**config.mk**
```make
export PLATFORM = sky130hd
export DESIGN_NAME = video_timing_gen
export DESIGN_NICKNAME = d
export VERILOG_FILES = /design/src/rtl/video_timing_gen.sv
export SDC_FILE = /design/constraint.sdc
export NUM_CORES = 1
export LEC_CHECK = 0
export ABC_AREA = 1
export CORE_MARGIN = 4
export CORE_UTILIZATION = 58
export CTS_BUF_LIST = sky130_fd_sc_hd__clkbuf_8
export CTS_CLUSTER_SIZE = 30
export DETAILED_ROUTE_END_ITERATION = 12
export PLACE_DENSITY_LB_ADDON = 0.08
export SYNTH_ARGS = -nofsm -noshare
export SYNTH_HDL_FRONTEND = slang
export SYNTH_SLANG_ARGS = --single-unit
export TNS_END_PERCENT = 30
```
**constraint.sdc**
```tcl
create_clock -name pixelClk -period 2.89 [get_ports pixelClk]
set_input_delay 0.578 -clock pixelClk [delete_from_list [all_inputs] [get_ports pixelClk]]
set_output_delay 0.578 -clock pixelClk [all_outputs]
set_load 0.03 [all_outputs]
```
**src/rtl/video_timing_gen.sv**
```systemverilog
// Programmable raster timing generator: X/Y scan counters, delayed DE/sync decode,
// line/frame strobes and a wrapping frame counter, all gated by a pixel clock enable.
module video_timing_gen #(
    parameter int CW       = 12,
    parameter int H_ACTIVE = 640,
    parameter int H_FP     = 16,
    parameter int H_SYNC   = 96,
    parameter int H_BP     = 48,
    parameter int V_ACTIVE = 480,
    parameter int V_FP     = 10,
    parameter int V_SYNC   = 2,
    parameter int V_BP     = 33,
    parameter int HS_POL   = 0,
    parameter int VS_POL   = 0,
    parameter int PIPE_DLY = 1
) (
    input  logic          pixelClk,
    input  logic          reset,
    input  logic          ce,
    output logic [CW-1:0] screenX,
    output logic [CW-1:0] screenY,
    output logic          drawArea,
    output logic          hSync,
    output logic          vSync,
    output logic          newLine,
    output logic          newFrame,
    output logic [7:0]    frameCount
);

    localparam int H_TOTAL = H_ACTIVE + H_FP + H_SYNC + H_BP;
    localparam int V_TOTAL = V_ACTIVE + V_FP + V_SYNC + V_BP;

    if (H_ACTIVE < 1 || H_SYNC < 1 || V_ACTIVE < 1 || V_SYNC < 1) begin : gBadTiming
        $error("video_timing_gen: active and sync widths must be non-zero");
    end
    if (H_FP < 0 || H_BP < 0 || V_FP < 0 || V_BP < 0) begin : gBadPorch
        $error("video_timing_gen: porches must not be negative");
    end
    if (CW < 1 || CW > 30) begin : gBadCw
        $error("video_timing_gen: CW out of range");
    end else if (H_TOTAL > (1 << CW) || V_TOTAL > (1 << CW)) begin : gOverflow
        $error("video_timing_gen: CW too narrow for H_TOTAL-1 / V_TOTAL-1");
    end
    if (PIPE_DLY < 0 || PIPE_DLY > 15) begin : gBadDly
        $error("video_timing_gen: PIPE_DLY must be 0..15");
    end

    // Decode thresholds are one bit wider than the counters so an end bound equal
    // to H_TOTAL or V_TOTAL (zero back porch) is not truncated to zero.
    localparam logic [CW:0] H_ACT_W   = (CW+1)'(H_ACTIVE);
    localparam logic [CW:0] HS_BEG_W  = (CW+1)'(H_ACTIVE + H_FP);
    localparam logic [CW:0] HS_END_W  = (CW+1)'(H_ACTIVE + H_FP + H_SYNC);
    localparam logic [CW:0] V_ACT_W   = (CW+1)'(V_ACTIVE);
    localparam logic [CW:0] VS_BEG_W  = (CW+1)'(V_ACTIVE + V_FP);
    localparam logic [CW:0] VS_END_W  = (CW+1)'(V_ACTIVE + V_FP + V_SYNC);
    localparam logic [CW-1:0] X_LAST  = CW'(H_TOTAL - 1);
    localparam logic [CW-1:0] Y_LAST  = CW'(V_TOTAL - 1);
    localparam logic [CW-1:0] X_ACT_LAST = CW'(H_ACTIVE - 1);
    localparam logic [CW-1:0] Y_ACT_LAST = CW'(V_ACTIVE - 1);
    localparam logic [CW-1:0] CNT_ONE = {{(CW-1){1'b0}}, 1'b1};
    localparam logic HS_ON = (HS_POL != 0) ? 1'b1 : 1'b0;
    localparam logic VS_ON = (VS_POL != 0) ? 1'b1 : 1'b0;

    logic [CW-1:0] xR;
    logic [CW-1:0] yR;
    logic [7:0]    frameR;
    logic          newLineR;
    logic          newFrameR;
    logic          deS;
    logic          hsS;
    logic          vsS;
    logic [CW:0]   xWideS;
    logic [CW:0]   yWideS;
    logic          deLineR [0:PIPE_DLY];
    logic          hsLineR [0:PIPE_DLY];
    logic          vsLineR [0:PIPE_DLY];

    // Combinational decode of the current counter position into DE and sync levels.
    always_comb begin
        xWideS = {1'b0, xR};
        yWideS = {1'b0, yR};
        deS    = (xWideS < H_ACT_W) && (yWideS < V_ACT_W);
        if (xWideS >= HS_BEG_W && xWideS < HS_END_W) begin
            hsS = HS_ON;
        end else begin
            hsS = ~HS_ON;
        end
        if (yWideS >= VS_BEG_W && yWideS < VS_END_W) begin
            vsS = VS_ON;
        end else begin
            vsS = ~VS_ON;
        end
    end

    // Scan counters, frame counter and the undelayed line/frame strobes.
    always_ff @(posedge pixelClk) begin
        if (!reset) begin
            xR        <= {CW{1'b0}};
            yR        <= {CW{1'b0}};
            frameR    <= 8'd0;
            newLineR  <= 1'b0;
            newFrameR <= 1'b0;
        end else if (ce) begin
            newLineR  <= (xR == X_ACT_LAST) && (yWideS < V_ACT_W);
            newFrameR <= (xR == X_ACT_LAST) && (yR == Y_ACT_LAST);
            if (xR == X_LAST) begin
                xR <= {CW{1'b0}};
                if (yR == Y_LAST) begin
                    yR     <= {CW{1'b0}};
                    frameR <= frameR + 8'd1;
                end else begin
                    yR <= yR + CNT_ONE;
                end
            end else begin
                xR <= xR + CNT_ONE;
            end
        end else begin
            // Strobes drop while stalled so a pulse is never stretched or repeated.
            newLineR  <= 1'b0;
            newFrameR <= 1'b0;
        end
    end

    // Decode register (stage 0) followed by PIPE_DLY alignment stages.
    always_ff @(posedge pixelClk) begin
        if (!reset) begin
            for (int i = 0; i <= PIPE_DLY; i++) begin
                deLineR[i] <= 1'b0;
                hsLineR[i] <= ~HS_ON;
                vsLineR[i] <= ~VS_ON;
            end
        end else if (ce) begin
            deLineR[0] <= deS;
            hsLineR[0] <= hsS;
            vsLineR[0] <= vsS;
            for (int i = 1; i <= PIPE_DLY; i++) begin
                deLineR[i] <= deLineR[i-1];
                hsLineR[i] <= hsLineR[i-1];
                vsLineR[i] <= vsLineR[i-1];
            end
        end else begin
            for (int i = 0; i <= PIPE_DLY; i++) begin
                deLineR[i] <= deLineR[i];
                hsLineR[i] <= hsLineR[i];
                vsLineR[i] <= vsLineR[i];
            end
        end
    end

    assign screenX    = xR;
    assign screenY    = yR;
    assign drawArea   = deLineR[PIPE_DLY];
    assign hSync      = hsLineR[PIPE_DLY];
    assign vSync      = vsLineR[PIPE_DLY];
    assign newLine    = newLineR;
    assign newFrame   = newFrameR;
    assign frameCount = frameR;

endmodule

```
## Word level (Yosys, flattened, before mapping)

Memories as Yosys holds them, arrays and structs flattened.
Cells that the tools add are included.

| cells by class | value |
|---|---|
| $lt $le $gt $ge | 6 |
| multiplexer cells | 23 |
| $add $sub $neg | 3 |
| equality and inequality tests | 4 |
| reduce and logical (&&, ||, !) cells | 8 |
| bitwise logic cells | 12 |

Operators with widths:

| cell | count |
|---|---|
| equality test 12 x 10 -> 1 bit (second input constant) | 3 |
| adder 12 x 1 -> 12 bit (second input constant) | 2 |
| < comparator 12 x 10 -> 1 bit (second input constant) | 2 |
| < comparator 12 x 9 -> 1 bit (second input constant) | 2 |
| two-way mux 12 bit | 2 |
| two-way mux 1 bit | 21 |
| equality test 12 x 9 -> 1 bit (second input constant) | 1 |
| greater-or-equal comparator 12 x 10 -> 1 bit (second input constant) | 1 |
| greater-or-equal comparator 12 x 9 -> 1 bit (second input constant) | 1 |
| bitwise OR 1 bit | 12 |
| adder 8 x 1 -> 8 bit (second input constant) | 1 |
| logical AND 1 bit | 5 |
| AND reduction 2 bit | 2 |
| AND reduction 3 bit | 1 |

| word-level totals | value |
|---|---|
| memories kept | 3 |
| bits in writable memories | 6 |
| input port bits | 3 |
| register bits after elaboration | 34 |

Memories:

| memory | words | width | read ports | clocked after Yosys merged registers in | wr ports | RTL line | RTL |
|---|---|---|---|---|---|---|---|
| deLineR | 2 | 1 | 2 | 0 | 2 | 74 | `logic deLineR [0:PIPE_DLY];` |
| hsLineR | 2 | 1 | 2 | 0 | 2 | 75 | `logic hsLineR [0:PIPE_DLY];` |
| vsLineR | 2 | 1 | 2 | 0 | 2 | 76 | `logic vsLineR [0:PIPE_DLY];` |

## Longest topological paths before layout

Gate-level depths: netlist of the first run.

| depth | value |
|---|---|
| depth in word-level cells | 5 |
| mapped depth | 9 |
| gate-level depth less buffers | 9 |

## Least setup slack after synthesis of the first run

Ideal clock, no wire load.

| timing | value |
|---|---|
| kind | reg2reg |
| from | register xR[1], in the netlist screenX[1] |
| to | register frameR[1], in the netlist frameCount[1] |
| path buffers | 0 |
| cell stages (with the launch flop) | 9 |
| required time | 2776 ps |
| setup time | 114 ps |
| arrival time | 1536 ps |
| path slack | 1241 ps |
| cell sequence | dfxtp_1 > ha_1 > nand3_1 > inv_1 > nand3_1 > nor2_2 > nand2_1 > o21ai_1 > nor2_1 |

| between the ends | value |
|---|---|
| longest elaborated chain between the ends | 2 |

RTL lines:

| element | RTL line | RTL |
|---|---|---|
| start, declared | 64 | `logic [CW-1:0] xR;` |
| start signal, assigned | 98 | `xR <= {CW{1'b0}};` |
| start signal, assigned | 107 | `xR <= {CW{1'b0}};` |
| start signal, assigned | 115 | `xR <= xR + CNT_ONE;` |
| equality test 12 x 10 -> 1 bit | 106 | `if (xR == X_LAST) begin` |
| AND reduction 3 bit (no line) | n/a |  |
| end signal, assigned | 110 | `frameR <= frameR + 8'd1;` |
| end, declared | 66 | `logic [7:0] frameR;` |

Every way passes these cells.
A chain may end at the register's enable or synchronous reset.

## Final worst setup path of the first run

| timing | value |
|---|---|
| from | register yR[4], in the netlist screenY[4] |
| to | output port screenY[4] |

RTL lines:

| element | RTL line | RTL |
|---|---|---|
| start, declared | 65 | `logic [CW-1:0] yR;` |
| start signal, assigned | 99 | `yR <= {CW{1'b0}};` |
| start signal, assigned | 109 | `yR <= {CW{1'b0}};` |
| start signal, assigned | 112 | `yR <= yR + CNT_ONE;` |
| end, declared | 21 | `output logic [CW-1:0] screenY,` |

No word-level cell between the ends.

==> results of run 1 <==
-- metal layers --
layer / up-vias / routed length, um / global-route usage (%)
met1: 974 / 2380 / 26.9
met4: 0 / 85 / 9.11
met3: 8 / 260 / 4.93
met5: - / 0 / 0
met2: 61 / 2390 / 36.1
li1: 1103 / - / -
-- registers in the layout (all words and copies together), names as in the netlist --
signal / cells
hsLineR: 2
frameCount: 8
vsLineR: 2
deLineR: 2
screenY: 12
newFrame: 1
screenX: 12
newLine: 1
-- stage by stage --
stage / power [mW] / utilization [%] / std cells / setup slack, ps / cell area (um^2)
after CTS: 0.991 / 73.7 / 405 / 739 / 2700
after global routing: 1.01 / 73.7 / 405 / 685 / 2700
after floorplan: 0.615 / - / 313 / 1240 / 2180
after global placement: 0.633 / 71.4 / 397 / 734 / 2620
final: 0.982 / 73.7 / 405 / 757 / 2700
after detailed placement: 0.634 / 71.4 / 397 / 668 / 2620
-- kinds of logic (layout without fill, tap and decap cells) --
group                      after synthesis  after routing  synth area share [%]
buffers and inverters                   45             89                  8.13
DFF                                     40             40                  39.4
xor gates and xnor gates                 6              6                  2.41
AOI/OAI and AO/OA                       30             30                  7.27
adders and majority gates                6              6                  3.44
and+or+nand+nor                        186            186                  39.3
-- final timing paths --
path | cells past startpoint | to | slack (ps) | start
max reg2reg | 8 | frameCount[1] | 1160 | screenX[1]
min | 2 | frameCount[7] | 510 | frameCount[7]
min reg2reg | 2 | frameCount[7] | 510 | frameCount[7]
max | 1 | screenY[4] | 760 | screenY[4]
-- power by group through the flow --
stage	Combinational [mW]	Clock [mW]	Sequential, mW
2_1_floorplan	0.0185	0	0.596
3_3_place_gp	0.0453	0	0.588
3_5_place_dp	0.0462	0	0.588
4_1_cts	0.0462	0.370	0.575
5_1_grt	0.0501	0.386	0.576
6_report	0.0462	0.361	0.575
-- placed cells by master (no fill, tap or decap), drive strengths merged, types with 8 or more instances in the layout --
master	count
clkdlybuf4s50	39
o21ai	9
nand3	34
nand4	8
inv	42
a21oi	18
nor2	45
nor3	16
nand2	76
dfxtp	34
-- area by class of cell --
cell class                      count  area [um^2]  share of cell area, %
Inverter                           42          158                   5.84
Clock inverter                      3         13.8                  0.510
Tap cell                           48         60.1                   2.23
Timing Repair Buffer               39          390                   14.5
Clock buffer                        5         68.8                   2.55
Sequential cell                    40          861                   31.9
Multi-Input combinational cell    228         1150                   42.5
==> metrics.md, run 1 <==
| Metric | Value |
|---|---|
| Drt via density | `5.30` |
| Clock power share | `36.7%` |
| Row Count | `22` |
| Yosys top cell area share | `31.2%` |
| H-tree Lvls | `2` |
| Psw | `232 uW` |
| Status | `complete, no violations` |
| GRT overflow | `0` |
| RSZ-0062 raised after global routing | `no` |
| Worst slew margin | `between 60% and 70%` |
| Switching Fraction | `23.6%` |
| Synth-to-Final Area Change | `23.5%` |
| Syn Inst Count | `313` |
| Via count | `2146` |
| First-pass GRT wire length | `8.58 mm` |
| Post-synthesis sequential area ratio | `39.4%` |
| Post-synthesis async set-or-reset flop share | `0%` |
| CORE AREA | `3660 um^2` |
| Chip width | `69.4 um` |
| Worst-margin pin slew | `579 ps` |
| Clock Path Buffers | `2` |
| Net Count, Synth | `322` |
| Share of layout cells above drive strength 1 | `between 5 and 6%` |
| Dominant cell by count in the synthesized netlist | `nand2_1` |
| Vias in the first global route | `1997` |
| # Post-CTS Setup Buffers | `0` |
| # setup viols final | `0` |
| Clk Latency, worst-skew pair | `300 ps` |
| Max stage delay cell, worst path | `clkdlybuf4s50_1` |
| Post-DP HPWL | `3.85 mm` |
| Final hold slack | `506 ps` |
| Top_reg_cell synth | `dfxtp_1` |
| Crit path kind | `register to output port` |
| P_leak | `between 1 and 1.5 nW` |
| Synth unique cells | `30` |
| Crit path required time | `2310 ps` |
| Post-synth EDFFs | `6` |
| Fmax | `469 MHz` |
| CP delay by family, top | `buffers and inverters` |
| Tot GR Track Use | `21.7%` |
| Fillers | `between 300 and 400` |
| Port Buffers | `39` |
| CTS sink cnt | `40` |
| Die Area | `4810 um^2` |
| VDD IR max | `330 uV` |
| Pint | `750 uW` |
| Nets | `between 300 and 400` |
| Max stage delay on crit path | `740 ps` |
| Slew Viols, Final | `0` |
| CTS Buf Count | `5` |
| Root Driver | `clkbuf_8` |
| CTS resizes | `0` |
| Worst path buffer plus inverter count | `1` |
| Post-Syn Area per Cell | `roughly 7.0 um^2` |
| Fin. Hold Viols | `0` |
| CP Cell Sequence | `clkdlybuf4s50_1` |
| Routed WL | `a little over 5 mm` |
| Hold_buf cts | `0` |
| CTS tree | `yes` |
| Sequential group share of total power | `58.6%` |
| Hold Path Class | `register to register` |
| Pin count of the biggest net entering global routing | `17` |
| Worst-path fanout max | `10` |
| Initial Utilization | `roughly 60%` |
| Max cap viols | `0` |
| Die height | `69.4 um` |
| Largest cells by area after synthesis | `dfxtp_1, nand2_1, edfxtp_1` |
| DRC viols | `0` |
| Power Density | `364 nW/um^2` |
| 1st-pass router iterations | `5` |
| CP arrival | `1560 ps` |
| Initial drt markers | `~180` |
| Worst Skew | `7.09 ps` |
| Commonest cells post-synth | `nand2_1, nor2_1, inv_1, dfxtp_1, nand3_1` |
| Post-synthesis cell area | `2180 um^2` |
| DR WL/cell | `12.6 um` |
| #FFs+latches synth | `40` |
| Comb power frac | `roughly 4.7%` |
| Final period utilization | `73.8%` |
| ANT nets after route | `0` |
| Setup Total Neg Slack | `0 ps` |
| Clk slew on worst S/H paths | `80 ps` |
| Crit. End Element | `output port` |
| Warnings from Yosys | `0` |
| Synth area leader | `dfxtp_1` |
| Startpoint Class | `register` |
| I/O pin count | `40` |
| Antenna Cells | `0` |
| Post-layout min period | `2130 ps` |
| Initial antenna violation count | `0` |
| Routability congestion estimate | `0.950` |
Power figures use the tool's default switching activity.
==> inputs of run 2 (changes only) <==
- CORE_UTILIZATION: 58 -> 54
- clock period: 2.89 -> 2 ns (I/O delays scaled with it)
==> metrics.md, run 2 (same netlist as run 1, synthesis figures left out) <==
| Metric | Value |
|---|---|
| Fillers | `309` |
| Crit. End Element | `output port` |
| CTS sink cnt | `40` |
| Startpoint Class | `register` |
| GRT overflow | `0` |
| Die height | `between 70 and 80 um` |
| R2R Setup Slk | `320 ps` |
| Max stage delay cell, worst path | `clkdlybuf4s50_1` |
| Root Driver | `clkbuf_8` |
| RSZ-0062 raised after global routing | `no` |
| Via count | `2178` |
| CTS Buf Count | `5` |
| Worst slew margin | `75.2%` |
| Worst Skew | `3.73 ps` |
| Initial Utilization | `between 50% and 60%` |
| Port Buffers | `39` |
| Design Power | `1.41 mW` |
| R2R Path End | `screenY[2]` |
| Routed WL | `4.92 mm` |
| Worst path buffer plus inverter count | `1` |
| Chip width | `about 70 um` |
| Multi-input gate area | `between 1000 and 1500 um^2` |
| Psw | `~320 uW` |
| R2R Path Start | `screenX[0]` |
| Status | `complete, no violations` |
| VDD IR max | `355 uV` |
| Max cap viols | `0` |
| Clock Path Buffers | `2` |
| Clk Latency, worst-skew pair | `290 ps` |
| # setup viols final | `0` |
| R2R cell count | `8` |
| Worst-path fanout max | `7` |
| Slew Viols, Final | `0` |
| # Post-CTS Setup Buffers | `0` |
| Antenna Cells | `0` |
| Nets | `approximately 370` |
| Worst Setup SP | `screenX[4]` |
| CP delay by family, top | `buffers and inverters` |
| Sequential cell area | `861 um^2` |
| Fmax | `533 MHz` |
| P_leak | `1.08 nW` |
| CP arrival | `about 1500 ps` |
| Comb power frac | `5.2%` |
| Share of layout cells above drive strength 1 | `under 10%` |
| DRC viols | `0` |
| First-pass GRT wire length | `8.68 mm` |
| CP endpoint | `screenX[4]` |
| Drt via density | `5.26` |
| Synth-to-Final Area Change | `26.5%` |
| CP Cell Sequence | `clkdlybuf4s50_1` |
| CORE AREA | `between 3000 and 4000 um^2` |
| Switching Fraction | `~23%` |
| Pin count of the biggest net entering global routing | `13` |
| ANT nets after route | `0` |
| Routability congestion estimate | `around 0.89` |
| Vias in the first global route | `1996` |
| Most frequent cells in the layout | `nand2_1, inv_1, nor2_1` |
| Crit path required time | `1600 ps` |
| Max stage delay on crit path | `730 ps` |
| Die Area | `5130 um^2` |
| Post-DP HPWL | `3.81 mm` |
| H-tree Lvls | `2` |
| Initial drt markers | `between 150 and 200` |
| Final period utilization | `between 90% and 100%` |
| Sequential group share of total power | `58.9%` |
| 1st-pass router iterations | `4` |
| Setup Total Neg Slack | `0 ps` |
| Tot GR Track Use | `21.0%` |
| Worst-margin pin slew | `371 ps` |
| CTS resizes | `0` |
| CP Depth | `1` |
| Clk slew on worst S/H paths | `70 ps` |
| Crit path kind | `register to output port` |
| Hold_buf cts | `0` |
| Post-layout min period | `1880 ps` |
| I/O pin count | `40` |
| Hold Path Class | `register to register` |
| Row Count | `22` |
| DR WL/cell | `11.9 um` |
| Fin. Hold Viols | `0` |
| Power Density | `510 nW/um^2` |
| CTS tree | `yes` |
| Most common cell after layout, fill and taps aside | `nand2_1` |
| Clock power share | `between 30% and 40%` |
| Initial antenna violation count | `0` |
| Pint | `~1.1 mW` |
run 2: changes by cell type in the layout (fill, tap and decap cells not counted):
cell	before	now
buf_4	0	9
inv_1	40	42
clkinv_1	1	0
clkinv_2	2	1
run 2: how the worst min path moves through the flow:
stage	from	depth (start not counted)	to
floorplan	hsLineR[0][0]	1	hsLineR[0][1]
global placement	frameCount[7]	2	frameCount[7]
detailed placement	frameCount[7]	2	frameCount[7]
CTS	frameCount[7]	2	frameCount[7]
global route	vsLineR[0][0]	1	vsLineR[0][1]
finish	frameCount[7]	2	frameCount[7]
run 2: area by class of cell:
cell class | count | area share [%]
repair buffers | 48 | 16.6
inverters | 42 | 5.70
clock buffers | 5 | 2.49
clock inverters | 3 | 0.453
well taps | 48 | 2.17
multi-input cells | 228 | 41.5
flip-flops and latches | 40 | 31.1
run 2: power groups by stage:
| stage | Sequential (mW) | Clock [mW] | Combinational (mW) |
|---|---|---|---|
| 2_1_floorplan | 0.862 | 0 | 0.0267 |
| 3_3_place_gp | 0.849 | 0 | 0.0720 |
| 3_5_place_dp | 0.849 | 0 | 0.0730 |
| 4_1_cts | 0.830 | 0.517 | 0.0729 |
| 5_1_grt | 0.832 | 0.548 | 0.0780 |
| 6_report | 0.830 | 0.506 | 0.0728 |
run 2: worst reg2reg max path: cells and delay by family, from the launching register on:
kind / cells / cell delay [ps]
fa+ha+maj: 1 / 190
buf+inv: 1 / 150
flops: 1 / 390
compound gates: 1 / 60
simple gates: 5 / 770
run 2: metal layers:
layer / share of wire, % / global-route usage, % / wire length (um) / up-vias
met2: 47 / 34.0 / 2320 / 55
met5: 0 / 0 / 0 / -
met4: 1.3 / 6.89 / 63 / 0
met3: 5.3 / 4.77 / 261 / 7
met1: 46 / 27.8 / 2280 / 997
li1: - / - / - / 1119
run 2: per-stage QoR:
stage | hold slack, ps | utilization, % | instances | cell area (um^2) | setup WS (ps)
2_1_floorplan | 482 | - | 313 | 2180 | 351
3_3_place_gp | 475 | 71.1 | 406 | 2680 | 127
3_5_place_dp | 481 | 71.1 | 406 | 2680 | 86.4
4_1_cts | 494 | 73.3 | 414 | 2760 | 110
5_1_grt | 529 | 73.3 | 414 | 2760 | 47.2
6_report | 490 | 73.3 | 414 | 2760 | 123
